## src/rtl/pipe_pkg.sv

```systemverilog
// pipe_pkg: shared opcodes, hazard controller states and register constants
package pipe_pkg;
    localparam logic [6:0] OP_LOAD   = 7'b0000011;
    localparam logic [6:0] OP_BRANCH = 7'b1100011;
    localparam logic [6:0] OP_JAL    = 7'b1101111;
    localparam logic [6:0] OP_JALR   = 7'b1100111;
    localparam logic [4:0] REG_ZERO  = 5'd0;
    typedef enum logic [1:0] {RUN, BUSY, FLUSH} hz_state_t;
endpackage

```

## src/rtl/pipe_hazard_ctrl_load_use_detect.sv

```systemverilog
// load_use_detect: combinational load-use compare between ID sources and the ID/EX load
module load_use_detect
    import pipe_pkg::*;
(
    input  logic [4:0] id_rs1_i,
    input  logic [4:0] id_rs2_i,
    input  logic       id_uses_rs1_i,
    input  logic       id_uses_rs2_i,
    input  logic [4:0] ex_rd_i,
    input  logic [6:0] ex_opcode_i,
    input  logic       ex_reg_write_i,
    output logic       hazard_o
);
    assign hazard_o = ex_opcode_i == OP_LOAD && ex_reg_write_i && ex_rd_i != REG_ZERO &&
                      ((id_uses_rs1_i && id_rs1_i == ex_rd_i) || (id_uses_rs2_i && id_rs2_i == ex_rd_i));
endmodule

```

## src/rtl/pipe_hazard_ctrl.sv

```systemverilog
// pipe_hazard_ctrl: stall/flush/squash control for the 5-stage pipeline; HAZARD_PERF_EN builds perf counters
module pipe_hazard_ctrl
    import pipe_pkg::*;
#(
    parameter int FLUSH_CYCLES = 2,
    parameter int CNT_W        = 32
) (
    input  logic             clk_i,
    input  logic             rst_n_i,
    input  logic [4:0]       id_rs1_i,
    input  logic [4:0]       id_rs2_i,
    input  logic             id_uses_rs1_i,
    input  logic             id_uses_rs2_i,
    input  logic [4:0]       idex_write_reg_i,
    input  logic [6:0]       idex_opcode_i,
    input  logic             idex_reg_write_valid_i,
    input  logic             ex_busy_i,
    input  logic             ex_branch_taken_i,
    output logic             pc_write_en_o,
    output logic             pc_sel_target_o,
    output logic             ifid_flag_o,
    output logic             idex_flag_o,
    output logic             pc_replace_o,
    output logic [CNT_W-1:0] stall_cycles_o,
    output logic [CNT_W-1:0] flush_count_o
);
    localparam logic [1:0] FRELOAD = 2'(FLUSH_CYCLES - 1);
    localparam hz_state_t  BR_NEXT = FLUSH_CYCLES == 1 ? RUN : FLUSH;

    hz_state_t  state_q, state_d;
    logic [1:0] fcnt_q, fcnt_d;
    logic       load_use;

    load_use_detect u_lud (
        .id_rs1_i      (id_rs1_i),
        .id_rs2_i      (id_rs2_i),
        .id_uses_rs1_i (id_uses_rs1_i),
        .id_uses_rs2_i (id_uses_rs2_i),
        .ex_rd_i       (idex_write_reg_i),
        .ex_opcode_i   (idex_opcode_i),
        .ex_reg_write_i(idex_reg_write_valid_i),
        .hazard_o      (load_use)
    );

    // Mealy outputs and next state; BUSY with ex_busy low behaves exactly like RUN
    always_comb begin
        pc_write_en_o   = 1'b1;
        pc_sel_target_o = 1'b0;
        ifid_flag_o     = 1'b1;
        idex_flag_o     = 1'b1;
        pc_replace_o    = 1'b0;
        state_d         = RUN;
        fcnt_d          = fcnt_q;
        if (!rst_n_i) begin
            pc_write_en_o = 1'b0;
            pc_replace_o  = 1'b1;
            fcnt_d        = '0;
        end else if (state_q == FLUSH) begin
            pc_replace_o = 1'b1;
            if (ex_branch_taken_i) begin
                pc_sel_target_o = 1'b1;
                fcnt_d          = FRELOAD;
                state_d         = BR_NEXT;
            end else begin
                state_d = fcnt_q > 2'd1 ? FLUSH : RUN;
                fcnt_d  = fcnt_q > 2'd1 ? fcnt_q - 2'd1 : 2'd0;
            end
        end else if (ex_busy_i) begin
            pc_write_en_o = 1'b0;
            ifid_flag_o   = 1'b0;
            idex_flag_o   = 1'b0;
            state_d       = BUSY;
        end else if (ex_branch_taken_i) begin
            pc_sel_target_o = 1'b1;
            pc_replace_o    = 1'b1;
            fcnt_d          = FRELOAD;
            state_d         = BR_NEXT;
        end else if (load_use) begin
            pc_write_en_o = 1'b0;
            ifid_flag_o   = 1'b0;
            pc_replace_o  = 1'b1;
        end
    end

    // state and flush drain counter
    always_ff @(posedge clk_i) begin
        if (!rst_n_i) begin
            state_q <= RUN;
            fcnt_q  <= '0;
        end else begin
            state_q <= state_d;
            fcnt_q  <= fcnt_d;
        end
    end

`ifdef HAZARD_PERF_EN
    logic             accept_br;
    logic [CNT_W-1:0] stall_q, flush_q;

    assign accept_br      = rst_n_i && ex_branch_taken_i && (state_q == FLUSH || !ex_busy_i);
    assign stall_cycles_o = stall_q;
    assign flush_count_o  = flush_q;

    // perf counters, wrapping naturally at 2^CNT_W
    always_ff @(posedge clk_i) begin
        if (!rst_n_i) begin
            stall_q <= '0;
            flush_q <= '0;
        end else begin
            if (!pc_write_en_o) stall_q <= stall_q + CNT_W'(1);
            if (accept_br) flush_q <= flush_q + CNT_W'(1);
        end
    end
`else
    assign stall_cycles_o = '0;
    assign flush_count_o  = '0;
`endif
endmodule

```

## config.mk

```make
export PLATFORM = sky130hd
export DESIGN_NAME = pipe_hazard_ctrl
export DESIGN_NICKNAME = d
export VERILOG_FILES = /design/src/rtl/pipe_pkg.sv /design/src/rtl/pipe_hazard_ctrl_load_use_detect.sv /design/src/rtl/pipe_hazard_ctrl.sv
export SDC_FILE = /design/constraint.sdc
export NUM_CORES = 1
export LEC_CHECK = 0
export BUFFER_PORTS_ARGS = -buffer_cell sky130_fd_sc_hd__buf_4
export CAP_MARGIN = 40
export CORE_ASPECT_RATIO = 2
export CORE_MARGIN = 1.5
export CORE_UTILIZATION = 30
export DETAILED_ROUTE_END_ITERATION = 8
export GPL_ROUTABILITY_DRIVEN = 0
export GPL_TIMING_DRIVEN = 1
export PLACE_DENSITY_LB_ADDON = 0.2
export SLEW_MARGIN = 25
export SYNTH_ARGS = -nofsm -noshare
export SYNTH_HDL_FRONTEND = slang
export SYNTH_SLANG_ARGS = --single-unit
```

## constraint.sdc

```tcl
create_clock -name clk_i -period 1.95 [get_ports clk_i]
set_clock_uncertainty 0.15 [all_clocks]
set_input_delay 0.2925 -clock clk_i [delete_from_list [all_inputs] [get_ports clk_i]]
set_output_delay 0.2925 -clock clk_i [all_outputs]
set_load 0.01 [all_outputs]
```

==> run summary, run 1 <==
Mapped cell area - 838 um2
# rows - 27
FF+latch count, synth - 4
Pwr Total - 0.431 mW
Fin. Hold Viols - 0
Seq/Total Area, Yosys - 0.0955
Post-route cell area - 942 um2
Share of layout cells above drive strength 1 - 0.268
Reg clk slew, reported paths - 30 ps
Max-Cap Viols - 0
Clk buf depth - 2
Synth Instances - 112
PortBufs - 33
Highest fanout seen on the critical path - 3
GRT overflow - 0
Hold Path Class - in -> reg
Top-area cell type share of the netlist area - 0.573
RSZ-0062 raised after global routing - no
CTS tree - yes
Worst setup SP type - input pin
Ant. Diodes - 0
Max stage delay on crit path - 510 ps
Tmin final - 1890 ps
Worst R2R Setup Slack - 790 ps
Worst Path Required - 1510 ps
Status - finished clean
CTS Hold Bufs - 0
Root buf cell - clkbuf_8
Leak pwr - 0.535 nW
Yosys top cell by area - buf_4
Cell chain of the critical path - buf_4 -> or4_4 -> o211ai_2 -> a21oi_1 -> a21o_1 -> buf_6
I/O Pins - 98
Starting Density - 0.310
Synth-to-Final Area Change - 12.4%
Yosys warnings - 0
Top cell family by delay on the critical path - simple AND/OR/NAND/NOR gates
WP buf/inv - 2
Critical Setup Path Class - in -> out
Initial antenna violation count - 0
Unique cell type count in the Yosys netlist - 20
Vias in the first global route - 477
Post-route ant nets - 0
Power Density - 458 mW/mm2
Num CTS Buffers - 3
Most common cell after layout, fill and taps aside - conb_1
Hold_sp - rst_n_i
Final period util - 0.972
First-pass GRT wire length - 1780 um
Post-CTS Setup Inserts - 0
Routed WL - 1420 um
Iteration-0 DRC Markers - 2
Via/cell ratio - 3.57
DPL Wire Length - 1310 um
Synth area leaders - buf_4, xnor2_1, dfxtp_1
Worst hold path stage count - 2
Max Clock Freq - 528 MHz
Total number of vias - 636
DP Cell Count - 175
DRC Markers - 0
Die area - 0.00314 mm2
Clock Latency Late Sink - 220 ps
Largest net degree at the start of global routing - 7
Core area - 0.00270 mm2
Cell Area, Placed - 893 um2
Non-filler instance count after layout - 178
Arrival @ worst endpoint - 1450 ps
Setup-violating endpoint count in the final report - 0
Worst R2R End - fcnt_q[1]$_SDFFE_PN0P_
Width of the die - 40.4 um
Drt pass-1 iters - 4
Average size of a mapped cell - 7.48 um2
Total Nets Final - 180
Most frequent cells in the layout - conb_1, buf_4, xnor2_1, nand2_1, a21oi_1
Worst IR Drop VDD - 289 uV
Hold endpoint - fcnt_q[1]$_SDFFE_PN0P_
CTS sink cnt - 4
Height of the die - 77.8 um
Reg2Reg Launch Point - state_q[0]$_SDFF_PP0_
Worst reg-to-reg path cell count - 4
CP endpoint kind - primary output
Final core occ - 0.349
H-tree Lvls - 1
Slowest-stage cell, CP - or4_4
Slew Limit Fails - 0
WL/cell - 7.99 um
GRT Util Overall - 0.0840
## cells by family (layout without fill, tap and decap cells)
| family | count (synthesis) | count (layout) | synth area share |
|---|---|---|---|
| other | 1 | 64 | 0.00447 |
| XOR/XNOR | 10 | 10 | 0.104 |
| AND/OR/NAND/NOR | 19 | 19 | 0.127 |
| flip-flops | 4 | 4 | 0.0955 |
| buffers and inverters | 67 | 41 | 0.587 |
| AO/OA/AOI/OAI | 11 | 11 | 0.0821 |
## flip-flops by register name, summed over array words and instances, names as in the netlist
signal,cells
fcnt_q,2
state_q,2
## routing by layer
| layer | GRT usage | share of wire | up-vias |
|---|---|---|---|
| met4 | 0.0700 | 0.030 | 0 |
| met1 | 0.0756 | 0.28 | 261 |
| li1 | - | - | 305 |
| met2 | 0.133 | 0.53 | 66 |
| met3 | 0.0314 | 0.16 | 4 |
| met5 | 0 | 0 | - |
## synthesized netlist by cell type
cell / instances
or4_4: 1
a211oi_1: 1
o211ai_2: 1
nand2b_1: 2
o22ai_1: 1
buf_4: 64
nor4bb_1: 1
dfxtp_1: 4
a21oi_1: 5
nand2_1: 5
nand3_1: 1
nor4b_1: 1
and3_1: 2
o21ai_0: 2
a21o_1: 1
nor2_1: 4
conb_1: 1
inv_1: 3
nand4_1: 2
xnor2_1: 10
## final cells by class
type | count | area (um2)
Fill cell | 307 | 1760
Multi-Input combinational cell | 104 | 503
Timing Repair Buffer | 35 | 270
Sequential cell | 4 | 80.1
Clock buffer | 3 | 41.3
Tap cell | 29 | 36.3
Inverter | 3 | 11.3
## worst max-delay path by stage
stage	start	end	slack (ps)	cells after the start
after floorplan	idex_write_reg_i[0]	ifid_flag_o	240	4
after global placement	idex_write_reg_i[0]	pc_write_en_o	-7	6
after detailed placement	idex_write_reg_i[2]	pc_replace_o	-4	6
after CTS	idex_write_reg_i[0]	pc_replace_o	2	6
after global routing	idex_write_reg_i[3]	pc_write_en_o	9	6
final	idex_write_reg_i[3]	pc_replace_o	60	6
## metrics by stage
step | hold slack (ps) | setup slack [ps] | TNS, ps
5_1_grt | 227 | 8.62 | 0
6_report | 212 | 55.3 | 0
2_1_floorplan | 279 | 244 | 0
3_5_place_dp | 337 | -3.54 | -3.54
3_3_place_gp | 335 | -7.06 | -7.06
4_1_cts | 210 | 2.29 | 0
## what timing repair did
action	in CTS	in global routing
gates resized for setup	1	1
pin swaps	4	2
setup endpoints to repair	1	3
## power by group
part | switching (mW) | internal (mW)
clock | 0.0429 | 0.132
sequential | 0.000956 | 0.0860
combinational | 0.0988 | 0.0711
Power figures use the tool's default switching activity.
==> inputs of run 2 (changes only) <==
==> constraint.sdc (replaced) <==
create_clock -name clk_i -period 1.95 [get_ports clk_i]
set_clock_uncertainty 0.15 [all_clocks]
set_input_delay 0.39 -clock clk_i [delete_from_list [all_inputs] [get_ports clk_i]]
set_output_delay 0.39 -clock clk_i [all_outputs]
set_load 0.01 [all_outputs]
==> run summary, run 2 (synthesis gave the netlist of run 1 again) <==
Core area - 0.00270 mm2
Clock Latency Late Sink - 220 ps
Reg clk slew, reported paths - 30 ps
Post-route cell area - 976 um2
Arrival @ worst endpoint - 1570 ps
Largest net degree at the start of global routing - 7
Share of layout cells above drive strength 1 - 0.285
Max-Cap Viols - 0
Status - complete, but fails checks
Height of the die - 77.8 um
Num CTS Buffers - 3
CTS Hold Bufs - 0
Root buf cell - clkbuf_8
RSZ-0062 raised after global routing - yes
DRC Markers - 0
Iteration-0 DRC Markers - 1
Pwr Total - 0.435 mW
Setup slack after layout - -161 ps
Clk buf depth - 2
Starting Density - 0.310
First-pass GRT wire length - 1950 um
Tmin final - 2110 ps
GRT overflow - 0
Width of the die - 40.4 um
Highest fanout seen on the critical path - 3
Setup TNS - -435 ps
CTS sink cnt - 4
Total number of vias - 648
Slowest-stage cell, CP - or4_4
DPL Wire Length - 1340 um
Die area - 0.00314 mm2
WP buf/inv - 2
Cell Area, Placed - 908 um2
Worst Path Required - 1410 ps
Vias in the first global route - 499
GRT Util Overall - 0.0909
Routed WL - 1460 um
Cell chain of the critical path - buf_6 -> or4_4 -> o211ai_4 -> nor2_1 -> a21oi_1 -> buf_4
Max stage delay on crit path - 550 ps
Most common cell after layout, fill and taps aside - conb_1
# rows - 27
Post-CTS Setup Inserts - 0
Worst IR Drop VDD - 292 uV
H-tree Lvls - 1
CP endpoint kind - primary output
Post-route ant nets - 0
Hold Path Class - in -> reg
Slew Limit Fails - 0
Synth-to-Final Area Change - 16.4%
Top Registers - fcnt_q: 2 flops, state_q: 2 flops
Initial antenna violation count - 0
Max Clock Freq - 474 MHz
Leak pwr - 0.544 nW
PortBufs - 33
Power Density - 446 mW/mm2
Final period util - 1.08
I/O Pins - 98
Setup-violating endpoint count in the final report - 3
CTS tree - yes
Drt pass-1 iters - 2
Failing checks - negative setup slack
Critical Setup Path Class - in -> out
Worst setup SP type - input pin
Dpl ws - -204 ps
WL/cell - 8.13 um
Via/cell ratio - 3.60
Fin. Hold Viols - 0
Most frequent cells in the layout - conb_1, buf_4, xnor2_1, nand2_1, a21oi_1
Total Nets Final - 182
Top cell family by delay on the critical path - simple AND/OR/NAND/NOR gates
Ant. Diodes - 0
## run 2: cell types whose count changed in the layout (fill, tap and decap cells not counted), sizes merged
cell  previous run  this run
buf             35        37
## run 2: timing repair
| action | in CTS | in global routing |
|---|---|---|
| gates cloned | 0 | 0 |
| resized for setup | 3 | 2 |
| setup endpoints to repair | 3 | 3 |
| pin swaps | 2 | 2 |
## run 2: tightest hold or removal path, stage by stage
cell	delay (ps)
buf_4	130
inv_1	70
a211oi_1	40
## run 2: cell type report
type | instances | area [um2]
Timing Repair Buffer | 37 | 289
Multi-Input combinational cell | 104 | 518
Fill cell | 308 | 1730
Clock buffer | 3 | 41.3
Tap cell | 29 | 36.3
Sequential cell | 4 | 80.1
Inverter | 3 | 11.3
## run 2: routing by layer
| layer | GRT usage | part of all wire |
|---|---|---|
| met1 | 0.0827 | 0.27 |
| met5 | 0 | 0 |
| met4 | 0.0700 | 0.031 |
| met2 | 0.143 | 0.53 |
| met3 | 0.0400 | 0.16 |
## run 2: path summary, 6_finish.rpt
| path | startpoint | to | slack [ps] | depth (start not counted) |
|---|---|---|---|---|
| max | idex_write_reg_i[0] | pc_write_en_o | -160 | 6 |
| min | rst_n_i | fcnt_q[0]$_SDFFE_PN0P_ | 310 | 3 |
| max reg2reg | state_q[0]$_SDFF_PP0_ | fcnt_q[1]$_SDFFE_PN0P_ | 790 | 4 |
| min reg2reg | fcnt_q[0]$_SDFFE_PN0P_ | fcnt_q[0]$_SDFFE_PN0P_ | 340 | 2 |
## run 2: metrics by stage
step                utilization  hold WS (ps)  cells
finish                    0.361           312    180
global route              0.361           326    180
CTS                       0.356           305    180
detailed placement        0.336           340    177
global placement          0.336           335    177
floorplan                     -           320    175
## run 2: power breakdown
group / switching (mW) / internal, mW / total (mW)
clock: 0.0420 / 0.131 / 0.173
sequential: 0.00102 / 0.0861 / 0.0871
combinational: 0.101 / 0.0741 / 0.175
total: 0.144 / 0.292 / 0.435
